`src/rtl/grf_wport_arbiter.sv`:
```
// -----------------------------------------------------------------------------
// grf_wport_arbiter
//
// Owns the single GRF write port of the P8 pipeline. The W-stage writeback
// (primary) always wins the port with zero latency. Writebacks from
// long-latency units (secondary: MDU, bus loads) are queued in a small FIFO
// and drained into cycles where the primary is idle. The block also reports
// pending-write hazards to decode and raises a registered stall request when
// the queue head has been denied the port for too long.
//
// Ports:
//   clk                      single clock, all state changes on rising edge
//   reset                    synchronous, active-low
//   p_we/p_a3/p_wd/p_pc      primary writeback request
//   s_valid/s_ready          secondary handshake (s_ready = !full)
//   s_a3/s_wd/s_pc           secondary writeback payload
//   grf_we/a3/wd/pc          write port towards the GRF (combinational)
//   q_rs/q_rt                decode register lookups
//   q_rs_busy/q_rt_busy      a queued valid entry targets that register
//   stall_req                registered request for a primary bubble
// -----------------------------------------------------------------------------
module grf_wport_arbiter #(
    parameter int DEPTH        = 2,
    parameter int STARVE_LIMIT = 4
) (
    input  logic        clk,
    input  logic        reset,
    input  logic        p_we,
    input  logic [4:0]  p_a3,
    input  logic [31:0] p_wd,
    input  logic [31:0] p_pc,
    input  logic        s_valid,
    output logic        s_ready,
    input  logic [4:0]  s_a3,
    input  logic [31:0] s_wd,
    input  logic [31:0] s_pc,
    output logic        grf_we,
    output logic [4:0]  grf_a3,
    output logic [31:0] grf_wd,
    output logic [31:0] grf_pc,
    input  logic [4:0]  q_rs,
    input  logic [4:0]  q_rt,
    output logic        q_rs_busy,
    output logic        q_rt_busy,
    output logic        stall_req
);

    localparam int             AW         = (DEPTH > 1) ? $clog2(DEPTH) : 1;
    localparam logic [AW:0]    COUNT_FULL = (AW + 1)'(DEPTH);
    localparam logic [3:0]     LIMIT      = 4'(STARVE_LIMIT);

    // ------------------------------------------------------------------
    // State
    // ------------------------------------------------------------------
    logic [AW-1:0]    rd_ptr_q, rd_ptr_d;
    logic [AW-1:0]    wr_ptr_q, wr_ptr_d;
    logic [AW:0]      count_q, count_d;
    logic [DEPTH-1:0] ent_v_q, ent_v_d;
    logic [4:0]       ent_a3_q [DEPTH];
    logic [4:0]       ent_a3_d [DEPTH];
    logic [31:0]      ent_wd_q [DEPTH];
    logic [31:0]      ent_wd_d [DEPTH];
    logic [31:0]      ent_pc_q [DEPTH];
    logic [31:0]      ent_pc_d [DEPTH];
    logic [3:0]       starve_q, starve_d;
    logic             stall_q, stall_d;

    // ------------------------------------------------------------------
    // Decode of current-cycle requests
    // ------------------------------------------------------------------
    logic        p_eff;
    logic        full;
    logic        non_empty;
    logic        head_v;
    logic [4:0]  head_a3;
    logic [31:0] head_wd;
    logic [31:0] head_pc;
    logic        push;
    logic        pop;
    logic        pop_valid;
    logic        starve_inc;

    logic [DEPTH-1:0] cancel_hit;
    logic [DEPTH-1:0] rs_hit;
    logic [DEPTH-1:0] rt_hit;

    assign p_eff     = p_we && (p_a3 != 5'd0);
    assign full      = (count_q == COUNT_FULL);
    assign non_empty = (count_q != '0);

    assign head_v  = ent_v_q[rd_ptr_q];
    assign head_a3 = ent_a3_q[rd_ptr_q];
    assign head_wd = ent_wd_q[rd_ptr_q];
    assign head_pc = ent_pc_q[rd_ptr_q];

    // No pass-through: a full queue refuses even when it pops this cycle.
    assign s_ready = reset && !full;

    // $0 requests complete the handshake but never occupy a slot.
    assign push = s_valid && s_ready && (s_a3 != 5'd0);

    // A cancelled head needs no port, so it leaves even under a primary write.
    assign pop        = reset && non_empty && (!p_eff || !head_v);
    assign pop_valid  = pop && head_v;
    assign starve_inc = reset && non_empty && head_v && p_eff;

    // Per-entry address comparators for cancellation and decode hazards.
    // Valid bits are cleared on pop, so a set bit always means "queued".
    genvar gi;
    generate
        for (gi = 0; gi < DEPTH; gi++) begin : g_entry_cmp
            assign cancel_hit[gi] = p_eff && ent_v_q[gi] && (ent_a3_q[gi] == p_a3);
            assign rs_hit[gi]     = ent_v_q[gi] && (ent_a3_q[gi] == q_rs);
            assign rt_hit[gi]     = ent_v_q[gi] && (ent_a3_q[gi] == q_rt);
        end
    endgenerate

    assign q_rs_busy = (q_rs != 5'd0) && (|rs_hit);
    assign q_rt_busy = (q_rt != 5'd0) && (|rt_hit);
    assign stall_req = stall_q;

    // ------------------------------------------------------------------
    // Write port select: primary first, then a valid FIFO head
    // ------------------------------------------------------------------
    logic sel_we;

    always_comb begin
        sel_we = p_eff;
        grf_a3 = p_a3;
        grf_wd = p_wd;
        grf_pc = p_pc;
        if (!p_eff && pop_valid) begin
            sel_we = 1'b1;
            grf_a3 = head_a3;
            grf_wd = head_wd;
            grf_pc = head_pc;
        end
    end

    // The $0 guard is redundant with the request filters but keeps the
    // port safe regardless of how the select above evolves.
    assign grf_we = reset && sel_we && (grf_a3 != 5'd0);

    // ------------------------------------------------------------------
    // Next-state: pointers and occupancy
    // ------------------------------------------------------------------
    always_comb begin
        rd_ptr_d = rd_ptr_q;
        wr_ptr_d = wr_ptr_q;
        count_d  = count_q;
        if (pop) begin
            rd_ptr_d = rd_ptr_q + AW'(1);
        end
        if (push) begin
            wr_ptr_d = wr_ptr_q + AW'(1);
        end
        case ({push, pop})
            2'b10:   count_d = count_q + (AW + 1)'(1);
            2'b01:   count_d = count_q - (AW + 1)'(1);
            default: count_d = count_q;
        endcase
    end

    // ------------------------------------------------------------------
    // Next-state: entries. Order matters: pop and cancel clear first,
    // then a same-edge push sets valid, so a new arrival survives a
    // primary write to the same register.
    // ------------------------------------------------------------------
    always_comb begin
        for (int i = 0; i < DEPTH; i++) begin
            ent_v_d[i]  = ent_v_q[i];
            ent_a3_d[i] = ent_a3_q[i];
            ent_wd_d[i] = ent_wd_q[i];
            ent_pc_d[i] = ent_pc_q[i];
            if (pop && (rd_ptr_q == AW'(i))) begin
                ent_v_d[i] = 1'b0;
            end
            if (cancel_hit[i]) begin
                ent_v_d[i] = 1'b0;
            end
            if (push && (wr_ptr_q == AW'(i))) begin
                ent_v_d[i]  = 1'b1;
                ent_a3_d[i] = s_a3;
                ent_wd_d[i] = s_wd;
                ent_pc_d[i] = s_pc;
            end
        end
    end

    // ------------------------------------------------------------------
    // Next-state: starvation counter and stall request
    // ------------------------------------------------------------------
    always_comb begin
        starve_d = starve_q;
        if (pop) begin
            starve_d = 4'd0;
        end else if (starve_inc && (starve_q != 4'hF)) begin
            starve_d = starve_q + 4'd1;
        end

        stall_d = stall_q;
        if (starve_inc && (starve_d == LIMIT)) begin
            stall_d = 1'b1;
        end
        // Nothing left that could be starved: either the waiting entry got
        // its write, or every remaining entry has been cancelled.
        if (pop_valid || (ent_v_d == '0)) begin
            stall_d = 1'b0;
        end
    end

    // ------------------------------------------------------------------
    // Registers
    // ------------------------------------------------------------------
    always_ff @(posedge clk) begin
        if (!reset) begin
            rd_ptr_q <= '0;
            wr_ptr_q <= '0;
            count_q  <= '0;
            ent_v_q  <= '0;
            starve_q <= 4'd0;
            stall_q  <= 1'b0;
        end else begin
            rd_ptr_q <= rd_ptr_d;
            wr_ptr_q <= wr_ptr_d;
            count_q  <= count_d;
            ent_v_q  <= ent_v_d;
            starve_q <= starve_d;
            stall_q  <= stall_d;
        end
    end

    // Payload storage carries no reset; its valid bit qualifies it.
    always_ff @(posedge clk) begin
        for (int i = 0; i < DEPTH; i++) begin
            ent_a3_q[i] <= ent_a3_d[i];
            ent_wd_q[i] <= ent_wd_d[i];
            ent_pc_q[i] <= ent_pc_d[i];
        end
    end

endmodule

```
`config.mk`:
```
export PLATFORM = sky130hd
export DESIGN_NAME = grf_wport_arbiter
export DESIGN_NICKNAME = d
export VERILOG_FILES = /design/src/rtl/grf_wport_arbiter.sv
export SDC_FILE = /design/constraint.sdc
export NUM_CORES = 1
export LEC_CHECK = 0
export CAP_MARGIN = 15
export CORE_MARGIN = 2
export CORE_UTILIZATION = 46
export CTS_CLUSTER_SIZE = 10
export DETAILED_ROUTE_END_ITERATION = 12
export PLACE_DENSITY = 0.91
export SLEW_MARGIN = 20
export SYNTH_ARGS = -nofsm -noshare
export SYNTH_HDL_FRONTEND = slang
export SYNTH_SLANG_ARGS = --single-unit
```
`constraint.sdc`:
```
create_clock -name clk -period 9.7 [get_ports clk]
set_input_delay 1.455 -clock clk [delete_from_list [all_inputs] [get_ports clk]]
set_output_delay 1.455 -clock clk [all_outputs]
set_load 0.02 [all_outputs]
```
-- Yosys cells after proc, flatten, opt, wreduce, memory -nomap -nowiden
Memories as Yosys holds them, arrays and structs flattened. A register that Yosys moved wholly into a read port is not among the register bits.
Cells that the tools add are included.
- register bits: 11
- RAM bits: 138
- input port bits: 152
- output and inout bits: 74
- logic and storage cells: 110
- memories kept: 3
- add/subtract/negate cells: 5
- $lt $le $gt $ge: 1
- equality and inequality tests: 13
- muxes and demuxes: 33
- bitwise logic cells: 3
- reductions and logical operators: 46
- memories (name ; depth ; width ; read ports ; clocked after memory_dff ; write ports ; line ; RTL):
    ent_pc_q ; 2 ; 32 ; 1 ; 1 ; 1 ; 63 ; logic [31:0] ent_pc_q [DEPTH];
    ent_wd_q ; 2 ; 32 ; 1 ; 1 ; 1 ; 61 ; logic [31:0] ent_wd_q [DEPTH];
    ent_a3_q ; 2 ; 5 ; 3 ; 1 ; 2 ; 59 ; logic [4:0] ent_a3_q [DEPTH];
- operators by type and width (kind ; count):
    $mux 32 ; 8
    $reduce_or 32->1 ; 2
    $eq 5x5->1 ; 6
    $logic_and 1x1->1 ; 28
    $reduce_bool 5->1 ; 5
    $mux 1 ; 19
    $mux 5 ; 3
    $mux 4 ; 2
    $reduce_or 2->1 ; 3
    $add 4x1->4 const B ; 1
    $eq 2x2->1 const B ; 2
    $eq 4x3->1 const B ; 1
    $ne 4x4->1 const B ; 1
    $pmux 2 s2 ; 1
    $reduce_bool 2->1 ; 2
    $logic_not 1->1 ; 3
    $not 1->1 ; 3
    $add 1x1->1 const B ; 2
    $add 2x1->2 const B ; 1
    $eq 2x1->1 const B ; 1
    $logic_not 2->1 ; 1
    $logic_or 1x1->1 ; 2
    $lt 1x2->1 const B ; 1
    $ne 1x1->1 const B ; 2
    $sub 2x1->2 const B ; 1

-- Logic depth before layout (Yosys ltp)
Gate-level depths: netlist of the first run.
- word-level depth: 12
- depth in mapped cells: 8
- depth with buffers taken out: 8

-- Worst setup path after synthesis of the first run
Ideal clock, no wire load.
- path kind: input -> register
- from: input reset
- to: memory ent_a3_q[1][0] (enable)
- setup time: 598 ps
- data arrival time: 6908 ps
- required time: 9102 ps
- path slack: 2194 ps
- stages on the path: 3
- path buffers: 1
- cells stage by stage: buf_2 -> o211ai_1 -> nor3b_1
- RTL lines (element ; line ; RTL):
    start, declared ; 27 ; input logic reset,
    end, declared ; 59 ;

-- Worst setup path in the final report of the first run
- from: input p_a3[0]
- to: output grf_wd[6]
- longest elaborated chain between the ends: 8
- ends and longest elaborated chain (element ; line ; RTL):
    start, declared ; 29 ; input logic [4:0] p_a3,
    $reduce_bool 5->1 * ; 87 ; assign p_eff = p_we && (p_a3 != 5'd0);
    $logic_and 1x1->1 * ; 87 ;
    $logic_not 1->1 * ; 103, 132 ;
    $logic_or 1x1->1 ; 103 ; assign pop = reset && non_empty && (!p_eff || !head_v);
    $logic_and 1x1->1 ; 103 ;
    $logic_and 1x1->1 ; 104 ; assign pop_valid = pop && head_v;
    $logic_and 1x1->1 * ; 132 ; if (!p_eff && pop_valid) begin
    $mux 32 * ; 132 ;
    end, declared ; 39 ; output logic [31:0] grf_wd,
Mark *: on every way between the ends. The rest lies on a longest branch, timed or not.

==> results, run 1 <==
- The main flop type after synthesis is edfxtp_1.
- The signal on the critical path passes through clkdlybuf4s50_1 -> nor3_2 -> a21o_2 -> nand2_4 -> o21ai_0 -> clkdlybuf4s50_1.
- Clock-pin slew was measured on the worst setup and hold paths at around 0.060 ns.
- The maximum number of pins on one net before global-route repair is 75.
- After technology mapping, the gate count stands at around 520.
- Once detail routing completed, the nets flagged for antenna violations numbered 0.
- Max-cap violations in this run came to 0.
- The family with the most delay on the worst path is buffers and inverters.
- The worst setup path is launched from a primary input.
- In this design, the stage delay of the slowest critical-path cell is 0.67 ns.
- The share of post-route cells with drive strength above 1 is about 6.0%.
- The category of the most critical setup path is in -> out.
- The total die area is between 0.015 and 0.02 mm².
- The basic-gate share of the synthesized area counting and, or, nand and nor cells is 4.038%.
- The area share of xor/xnor cells in the synthesized design is 4.130%.
- The congestion estimate from routability-driven global placement came to approximately 0.86.
- After clock tree synthesis, the repair step resized 0 gates.
- The global route total overflow is 0.
- The setup total negative slack is 0 ns.
- The flow ran to the end, and the final reports show no timing, DRC or antenna violations.
- ~230 I/O pins were placed.
- The warning count from the yosys run is 0.
- In this run the number of H-tree levels came out at 4.
- The synthesized netlist devotes between 10% and 20% of its cell area to compound gates.
- The deepest clock path buffer count is 2.
- Relative to the synthesized area, the layout overhead comes to 43.79%.
- The main combinational cell family by area after synthesis is compound AO/OA/AOI/OAI gates.
- Of the total synthesized cell area, the portion taken by full adders, half adders and majority gates is less than 1%.
- The die height is approximately 130 µm.
- The effective utilization at floorplan is a little under half.
- The final-report max-slew violation count is 0.
- The core region is approximately 0.014 mm².
- In this design, the critical path's most frequently occurring cell is clkdlybuf4s50_1.
- STA classifies the critical path endpoint as a primary output.
- The antenna diode count is 0.
- Setup repair after global routing left no endpoint under its margin.
- The launch point of the worst reg-to-reg path is rd_ptr_q.
- In this run, distinct cell masters in the synthesized netlist total 45.
- Once placement completed, the tool counted placed cells totaling around 900.
- TritonCTS built the clock tree.
- The initial antenna violation count is 0.
- Dividing the detail-routed via count by the number of cells gives 5.574.
- The post-route clock period utilization is roughly 58%.
- The top fanout value on the critical path is 69.
- The cell at the root of the clock tree is clkbuf_16.
- The final routed DRC violation total is 0.
- The worst-case reg-to-reg path depth is 6.
- Yosys mapped a number of flops with a built-in enable equal to between 100 and 150.
- The net count of the finished layout is a little under 900.
- The share of flip-flops with an asynchronous set or reset is 0%.
- Derived from the worst setup path, the maximum achievable clock frequency is between 150 and 200 MHz.
- The final number of hold-violating endpoints came to 0.
- The via count of the first global-routing pass is between 5k and 6k.
- The floorplan has between 40 and 50 rows.
- In this run, the number of DRC markers left after iteration 0 of detailed routing was about 400.
- The first global-routing pass estimated 27.54 mm of wire.
- In the final routed layout, each cell accounts on average for approximately 19 µm.
- The worst hold path terminates at starve_q[0].
- Measured against its own limit, the worst slew margin works out to 52.50%.
- The sum of buffers and inverters on the critical path is 2.
- The slowest library cell on the worst path is clkdlybuf4s50_1.
- The analysis attributes to cell leakage a power of about 0.0032 µW.
- The final wirelength is ~18 mm.
- The count of port buffers added during placement is between 200 and 250.
- Before antenna repair, the detailed router went through 5 iterations.
- The count of cells in the finished layout, fillers not included, comes to around 930.
- The post-synthesis instance area is just under 0.007 mm².
- Setup violations remaining at the end of the flow were counted as 0.
- The mean area per synthesized cell is 13.10 µm².
- The worst-case clock skew is between 0.006 and 0.007 ns.
- Dividing total power by cell area gives a power density of ~180 mW/mm².
- The number of buffers inserted by post-CTS setup repair is 0.
- For the pin with the worst max-slew slack, the measured transition is approximately 0.7 ns.
- In this run the register-to-register setup slack is around 7.6 ns.
- The final period demand of the worst path is roughly 5.6 ns.
- The half-perimeter wire length after placement is 12.02 mm.
- The chip width is between 100 and 150 µm.
- The multiplexer share of the synthesized area is just over 10%.
- Of the synthesized area, sequential elements account for between 60% and 70%.
- The startpoint identified for the worst hold timing path is starve_q[0].
- The synthesized flop and latch total is 150.
- The clock net in this run drives a total of 150 sinks.
- Hold repair after CTS inserted 0 buffers.
- The CTS buffer count is 17.
- The total nets after synthesis is just under 700.
- Data on the critical path arrives at its endpoint at about 4.2 ns.
- Counting instances, the worst hold path has a depth of 2.
- The later pin in the worst-skew pair is clocked with a latency of ~0.41 ns.
- For the worst setup path, the data required time is 8.25 ns.
- The total global-route track usage is 22.37%.
- The worst-case IR drop observed on VDD is approximately 0.11 mV.
- The endpoint identified for the worst register-to-register timing path is count_q[1].
- The overall via count from detail_route is around 5.2k.
- The worst hold-check path type is reg -> reg.
## cells in the mapped netlist, types with 3 or more instances
cell type    n  area share [%]
xor2_1      27             3.5
edfxtp_1   138              61
buf_2        4            0.29
nand2_1      3            0.17
xnor2_1      5            0.65
o21ai_1      5            0.37
dfxtp_1     12             3.5
inv_1        7            0.39
a21oi_1      9            0.66
nor2_1      12            0.66
o21a_1       5            0.55
clkbuf_1    23             1.3
ha_1         4            0.74
nor3_1       4            0.29
or4_1        4            0.44
nand3_1      5            0.37
buf_1        4            0.22
mux2i_1     70              10
o21ai_0    136              10
nor4_1       7            0.65
## power breakdown
group | leakage, µW | internal, µW | switching, µW
Combinational | 0.00161 | 188 | 181
Clock | 0.000260 | 375 | 247
Sequential | 0.00136 | 755 | 49.8
## cells by family (layout without fill, tap and decap cells)
group                    Yosys count  after routing
flip-flops                       150            150
AND/OR/NAND/NOR                   49             49
adder cells (fa/ha/maj)            4              4
XOR/XNOR                          32             32
multiplexers                      70             70
AO/OA/AOI/OAI                    171            171
buffers and inverters             42            269
## flip-flops by register name (all words and copies together), names as in the netlist, named ones only
signal     cells
ent_v_q        2
ent_a3_q      10
wr_ptr_q       1
ent_pc_q      64
ent_wd_q      64
count_q        2
starve_q       4
rd_ptr_q       1
stall_req      1
## worst max-delay path by stage
stage                     slack [ns]     from  cells past startpoint             end
after floorplan                 2.19    reset                      3  ent_a3_q[1][0]
after global placement          3.81  p_a3[0]                      6      grf_wd[11]
after detailed placement        3.67  p_a3[4]                      6      grf_wd[11]
after CTS                       3.67  p_a3[0]                      6      grf_wd[11]
after global routing            3.95    reset                      6      grf_wd[11]
final                           4.06  p_a3[0]                      6       grf_wd[6]
## tightest hold or removal path: stages (launching register included)
cell     delay, ns
dfxtp_1       0.34
o31ai_1       0.09
a21oi_1       0.06
## metrics by stage
stage | hold slack (ns) | power (µW) | area, µm² | util (%) | setup WS [ns]
final | 0.5403 | 1795 | 9758 | 67.40 | 4.060
after global routing | 0.5555 | 1869 | 9758 | 67.40 | 3.946
after floorplan | 0.4731 | 1018 | 6787 | - | 2.194
after detailed placement | 0.5252 | 1185 | 9189 | 63.46 | 3.672
after global placement | 0.4905 | 1169 | 9189 | 63.46 | 3.813
after CTS | 0.5330 | 1805 | 9751 | 67.34 | 3.669
## layer usage
layer	GRT usage [%]	share of wire, %	vias up
met4	8.693	2.4	0
met2	40.60	53	232
met3	6.162	7.0	37
li1	-	-	2407
met5	0	0	-
met1	24.85	38	2502
## cell usage in the layout (no fill, tap or decap), types with 3 or more instances in the layout
master,netlist,layout
a21oi_1,9,8
buf_4,1,6
clkbuf_16,0,17
clkdlybuf4s50_1,0,225
clkinvlp_4,0,5
dfxtp_1,12,11
edfxtp_1,138,138
ha_1,4,4
inv_1,7,7
mux2i_1,70,70
nand2_1,3,3
nand3_1,5,5
nor2_1,12,12
nor3_1,4,3
nor4_1,7,7
o21a_1,5,5
o21ai_0,136,136
o21ai_1,5,5
or4_1,4,4
xnor2_1,5,5
xor2_1,27,27
## cell type report
type | instances | area [µm²]
fill | 1029 | 4721
sequential | 150 | 4388
timing repair buffer | 231 | 2297
multi-input combinational | 326 | 2255
clock buffer | 18 | 429.2
tap | 184 | 230.2
clock inverter | 13 | 132.6
inverter | 7 | 26.28
(Power assumes the default switching activity.)
==> run 2, diff against run 1 <==
clock period = 5.9 ns   (was 9.7 ns; I/O delays follow)
==> run 2 against run 1 <==
Compared with the run above: utilization rose by 0.48 points; worst hold slack got worse by 0.0051 ns; first-iteration DRC count increased by 16%; power is 70% higher; largest cell class unchanged; global-route usage increased by 0.35 points; final cell count is 0.22% higher; non-clock buffer count increased by 1; sequential power increased by 65%; clock skew increased by 0.0037 ns; critical endpoint is now grf_pc[27]; sequential cell count unchanged; worst setup slack lost 2.6 ns.
==> results, run 2 (synthesis results as in run 1) <==
- In this run the critical register-to-register path is launched from count_q[1].
- The deepest clock path buffer count is 2.
- The chip width is 125.5 µm.
- The setup total negative slack is 0 ns.
- Summed over all cells, the static leakage comes to ~0.0033 µW.
- The family with the most delay on the worst path is buffers and inverters.
- After detailed routing, the number of remaining DRC violations is 0.
- After detailed routing, the met2 layer carries about 9.2 mm of wire.
- The worst path uses around 76% of the clock period.
- The via count of the first global-routing pass was ~5.4k.
- In this run, post-CTS hold repair placed 0 buffers.
- The global route total overflow is 0.
- For the pin with the worst max-slew slack, the measured transition is around 0.79 ns.
- The endpoint required time on the critical path is approximately 5.0 ns.
- Detailed routing placed a total of about 1.3 mm of wire on met3.
- Setup violations remaining at the end of the flow were counted as 0.
- The clock transition at the registers of the reported paths is 0.05 ns.
- At the later pin of the worst-skew pair, clock insertion delay measures 0.42 ns.
- Global routing used between 20% and 30% of the available tracks.
- Clock tree synthesis found a total of 150 sinks.
- In this design, the stage delay of the slowest critical-path cell is 0.67 ns.
- The commonest non-fill, non-tap cell in the layout is clkdlybuf4s50_1.
- Measured in cells, the most critical reg-to-reg path has a length of 7.
- Setup repair after global routing left no endpoint under its margin.
- The uppermost signal routing layer after detailed routing is met4.
- The library cells used most frequently in the layout, excluding fill and tap cells, are 225 x clkdlybuf4s50_1, 138 x edfxtp_1, 136 x o21ai_0, 70 x mux2i_1, 27 x xor2_1.
- The TritonCTS clock tree is done.
- The worst hold-check path type is reg -> reg.
- In the final routed layout, each cell accounts on average for ~19 µm.
- The worst max-slew margin expressed relative to the limit is between 40% and 50%.
- The final-report max-slew violation count is 0.
- The flow ran to the end, and the final reports show no timing, DRC or antenna violations.
- Derived from the worst setup path, the maximum achievable clock frequency is about 220 MHz.
- The final number of hold-violating endpoints is 0.
- The initial utilization of the core area, before any placement, comes to ~47%.
- IR analysis of the VDD net gives a maximum drop of ~0.18 mV.
- The slowest library cell on the worst path is clkdlybuf4s50_1.
- The total stage count of the critical path is 7.
- The worst hold path passes through 2 cells.
- Counting I/O delays and the setup requirement, the final critical path takes around 4.5 ns.
- The category of the worst setup path launch point is a primary input.
- The largest registers in the layout are ent_pc_q: 64 flops, ent_wd_q: 64 flops, ent_a3_q: 10 flops.
- The die height is 125.5 µm.
- The number of buffers inserted by post-CTS setup repair is 0.
- The global-route wire length before repair is around 28 mm.
- For this run, the post-layout net count is just under 900.
- The CTS buffer count is 17.
- The initialized floorplan defines 44 standard-cell rows.
- STA classifies the critical path endpoint as a primary output.
- The vias per cell is 5.589.
- The sum of buffers and inverters on the critical path is 3.
- The repair_antennas step left the layout with diodes totalling 0.
- The number of max-cap violations is 0.
- Dividing total power by cell area gives a power density of around 310 mW/mm².
- The final route contains between 5k and 6k vias.
- The cell at the root of the clock tree is clkbuf_16.
- Following the worst setup path forward leads to its endpoint at grf_pc[27].
- The power consumption is 3042 µW.
- Port buffering added about 230 buffers.
- At the worst endpoint, the arrival time is around 3.6 ns.
- The H-tree was split into 4 levels.
- The signal on the critical path passes through clkdlybuf4s50_1 -> nor2_1 -> a21oi_4 -> buf_4 -> o21ai_0 -> o21ai_0 -> clkdlybuf4s50_1.
- Tracing the worst setup path back leads to its startpoint at p_a3[3].
- Gates resized during post-CTS repair numbered 0.
- The category of the most critical setup path is in -> out.
- The total die area is about 0.016 mm².
- The half-perimeter wire length after placement is ~12 mm.
- The endpoint identified for the worst register-to-register timing path is count_q[1].
- In this run the register-to-register setup slack is between 3 and 4 ns.
- Entering global routing, the biggest net connects 75 pins.
- ~230 I/O pins were placed.
- The worst-case clock skew is about 0.010 ns.
- The layout-stage area growth over the synthesis result is 44.82%.
- The share of post-route cells with drive strength above 1 is under 10%.
- Along the worst path, the maximum fanout reaches 29.
- The first-iteration detailed-routing DRC count is approximately 460.
- The final wirelength is between 15 and 20 mm.
- The wire length the detailed router placed on met1 is slightly below 7 mm.
- The floorplan step defined a core boundary enclosing about 0.014 mm².
- The first-pass iteration count of the detailed router is 6.
- Routability-driven placement finished with a final weighted congestion of 0.8698.
- Once detail routing completed, the nets flagged for antenna violations numbered 0.
- The initial antenna violation count is 1.
-- run 2: cell types whose count changed in the layout (fill, tap and decap cells not counted), sizes merged --
cell | previous run | this run
clkinvlp | 5 | 2
clkbuf | 18 | 19
clkinv | 4 | 5
buf | 6 | 7
bufinv | 2 | 4
-- run 2: area by class of cell --
cell class	count	area, µm²
Fill cell	1023	4651
Sequential cell	150	4388
Timing Repair Buffer	232	2305
Multi-Input combinational cell	326	2267
Clock buffer	19	432.9
Tap cell	184	230.2
Clock inverter	13	178.9
Inverter	7	26.28
-- run 2: report_power, final --
part           switching (µW)  leakage (µW)  internal (µW)
Sequential               87.9       0.00136           1240
Clock                     401      0.000293            706
Combinational             296       0.00162            312
Total                     784       0.00327           2260
-- run 2: per-layer routing --
layer	vias to the layer above	global-route usage, %
li1	2415	-
met1	2521	26.88
met2	237	39.11
met3	30	6.547
met4	0	9.020
met5	-	0
-- run 2: tightest hold or removal path, cell delays in order, from the launching register on --
cell and delay (ns):
dfxtp_1 0.34, o31ai_1 0.08, a21oi_1 0.06
-- run 2: per-stage QoR --
stage,setup slack (ns),hold WS [ns],cell area [µm²],utilization [%],cells
after global routing,1.301,0.5759,9828,67.88,931
after detailed placement,1.151,0.5205,9209,63.60,899
after global placement,1.265,0.4881,9209,63.60,899
after floorplan,1.438,0.4731,6797,-,518
final,1.433,0.5353,9828,67.88,931
after CTS,1.119,0.5284,9821,67.83,931
-- run 2: worst min path at each step --
stage,start,to
2_1_floorplan,starve_q[0],starve_q[0]
3_3_place_gp,starve_q[0],starve_q[0]
3_5_place_dp,starve_q[1],starve_q[1]
4_1_cts,starve_q[1],starve_q[1]
5_1_grt,starve_q[1],starve_q[1]
6_report,starve_q[1],starve_q[1]
==> run 3, diff against run 2 <==
CORE_UTILIZATION = 42   (was 46)
PLACE_DENSITY = 0.88   (was 0.91)
clock period = 4 ns   (was 5.9 ns; I/O delays follow)
==> run 3 against run 2 <==
Compared with the run above: final cell count grew 3.8%; sequential cell count is the same; clock skew shrank 0.00076 ns; combinational power grew 50%; critical endpoint is now grf_pc[22]; highest routed layer unchanged; die area grew 9.2%; worst hold slack lost 0.0056 ns; clock power grew 41%; largest cell class unchanged; worst setup slack lost 1.1 ns.
==> results, run 3 (synthesis results as in run 1) <==
- The final routed DRC violation total is 0.
- The floorplan step defined a core boundary enclosing 0.01583 mm².
- Summed over all layers, the routed wires come to between 15 and 20 mm.
- The top fanout value on the critical path is 41.
- The tree is rooted in a clkbuf_16.
- The first-iteration detailed-routing DRC count is between 300 and 400.
- The category of the worst setup path launch point is a primary input.
- The number of clock sinks seen by CTS is 150.
- The total die area is roughly 0.017 mm².
- The number of hold buffers added after CTS is 0.
- At the end of routability-driven placement, the weighted congestion stood at ~0.83.
- Leaving out fill and tap cells, the most frequent cells in the layout are 225 x clkdlybuf4s50_1, 138 x edfxtp_1, 136 x o21ai_0, 70 x mux2i_1, 27 x xor2_1.
- The half-perimeter wire length after placement is around 12 mm.
- The endpoint required time on the critical path is 3.40 ns.
- Summing all multi-input logic gate instances after layout gives 0.002262 mm².
- The worst setup path is captured at a primary output.
- Across the whole layout, storage elements account for ~0.0044 mm².
- The remaining antenna violation count is 0.
- The routed wire length per instance is between 15 and 20 µm.
- The final number of hold-violating endpoints came to 0.
- The global route total overflow is 0.
- In the final layout, the registers with the most flip-flops are ent_pc_q: 64 flops, ent_wd_q: 64 flops, ent_a3_q: 10 flops.
- After the last flow step, the layout net total stands at 893.
- The via count of the first global-routing pass is 5317.
- During I/O placement, the number of pins put on the boundary was between 200 and 250.
- The share of post-route cells with drive strength above 1 is 7.067%.
- Counting along the longest clock path gives a buffer depth of 2.
- The flow ran to the end, and the final reports show no timing, DRC or antenna violations.
- The maximum number of pins on one net before global-route repair is 75.
- Setup repair after global routing left no endpoint under its margin.
- The floorplan step set the die height to roughly 130 µm.
- In the global route stage, overall resource usage came out at roughly 20%.
- Max-cap violations in this run came to 0.
- The worst hold-check path type is reg -> reg.
- Setup violations remaining at the end of the flow were counted as 0.
- The chip width is between 100 and 150 µm.
- The library cell used most frequently in the layout, excluding fill and tap cells, is clkdlybuf4s50_1.
- The routed design could run at a clock period as short as 3.665 ns.
- The worst slack on hold paths is 0.5296 ns.
- The critical path is of the in -> out type.
- The clock latency at the later pin of the worst-skew pair is ~0.42 ns.
- Compared with the post-synthesis result, the final layout area differs by 45.45%.
- The worst-margin pin slew is roughly 0.74 ns.
- The antenna diode count is 0.
- The initial antenna violation count is 0.
- The initial utilization of the core area, before any placement, comes to 42.88%.
- The power consumption is 4408 µW.
- The leakage power is about 0.0033 µW.
- The count of port buffers added during placement is between 200 and 250.
- For this block, the via count after detailed routing is about 5k.
- For the worst setup path, the data arrival time is approximately 3.1 ns.
- The first detailed-routing pass ran for 5 iterations.
- The CTS buffer count is 17.
- The clock tree synthesis step divided the H-tree into 4 levels.
- The post-route clock period utilization is about nine tenths.
- The worst-case clock skew is between 0.009 and 0.01 ns.
- In this run the tightest slew margin relative to its limit is 50.56%.
- The number of setup buffers added after CTS is 0.
- The count of filler cells inserted in the layout is about 1.2k.
- The final-report max-slew violation count was 0.
- The maximum vdd drop is around 0.35 mV.
- The clock transition at the registers of the reported paths is roughly 0.06 ns.
- The TritonCTS clock tree is done.
- The power per cell area is around 450 mW/mm².
- In this run, post-CTS repair resized a total of 0 instances.
- The vias per cell is roughly 5.3.
- Derived from the worst setup path, the maximum achievable clock frequency is around 270 MHz.
- The cell row count is 46.
- The first global-routing pass estimated about 27 mm of wire.
[run 3: metal layers]
metal	part of all wire [%]	vias to the layer above	track usage, %	routed length (µm)
met4	2.0	0	7.186	346
met1	40	2490	22.99	6734
met3	6.5	29	5.015	1096
met2	52	204	35.35	8803
li1	-	2424	-	-
met5	0	-	0	0
[run 3: per-stage QoR]
| step | setup WS, ns | setup TNS, ns | std cells | utilization, % | instance area (µm²) |
|---|---|---|---|---|---|
| 2_1_floorplan | -0.1771 | -24.12 | 518 | - | 6797 |
| 3_3_place_gp | 0.4255 | 0 | 934 | 58.66 | 9284 |
| 3_5_place_dp | 0.2612 | 0 | 934 | 58.66 | 9284 |
| 4_1_cts | 0.1846 | 0 | 966 | 62.35 | 9868 |
| 5_1_grt | 0.2056 | 0 | 966 | 62.36 | 9871 |
| 6_report | 0.3351 | 0 | 966 | 62.36 | 9871 |
[run 3: critical path: stages]
cell             delay [ns]
clkdlybuf4s50_1        0.51
nor3_2                 0.40
a21o_2                 0.30
nand2_2                0.07
buf_4                  0.25
o21ai_0                0.25
clkdlybuf4s50_1        0.66
[run 3: layout make-up]
cell class | count | share of cell area (%)
Sequential cell | 150 | 44.45
Timing Repair Buffer | 235 | 23.70
Multi-Input combinational cell | 326 | 22.92
Clock buffer | 17 | 4.310
Tap cell | 216 | 2.738
Clock inverter | 15 | 1.610
Inverter | 7 | 0.2662
[run 3: worst paths after layout]
kind                 endpoint   startpoint  slack (ns)  depth (start not counted)
hold reg to reg   starve_q[0]  starve_q[0]        0.53                          2
setup reg to reg   count_q[1]   count_q[1]        1.99                          7
hold / removal    starve_q[0]  starve_q[0]        0.53                          2
setup / recovery   grf_pc[22]      p_a3[4]        0.34                          7
[run 3: power breakdown]
group	total (µW)	switching [µW]	internal [µW]
logic	912	446	465
registers	1930	105	1830
clock network	1560	677	885
total	4410	1230	3180
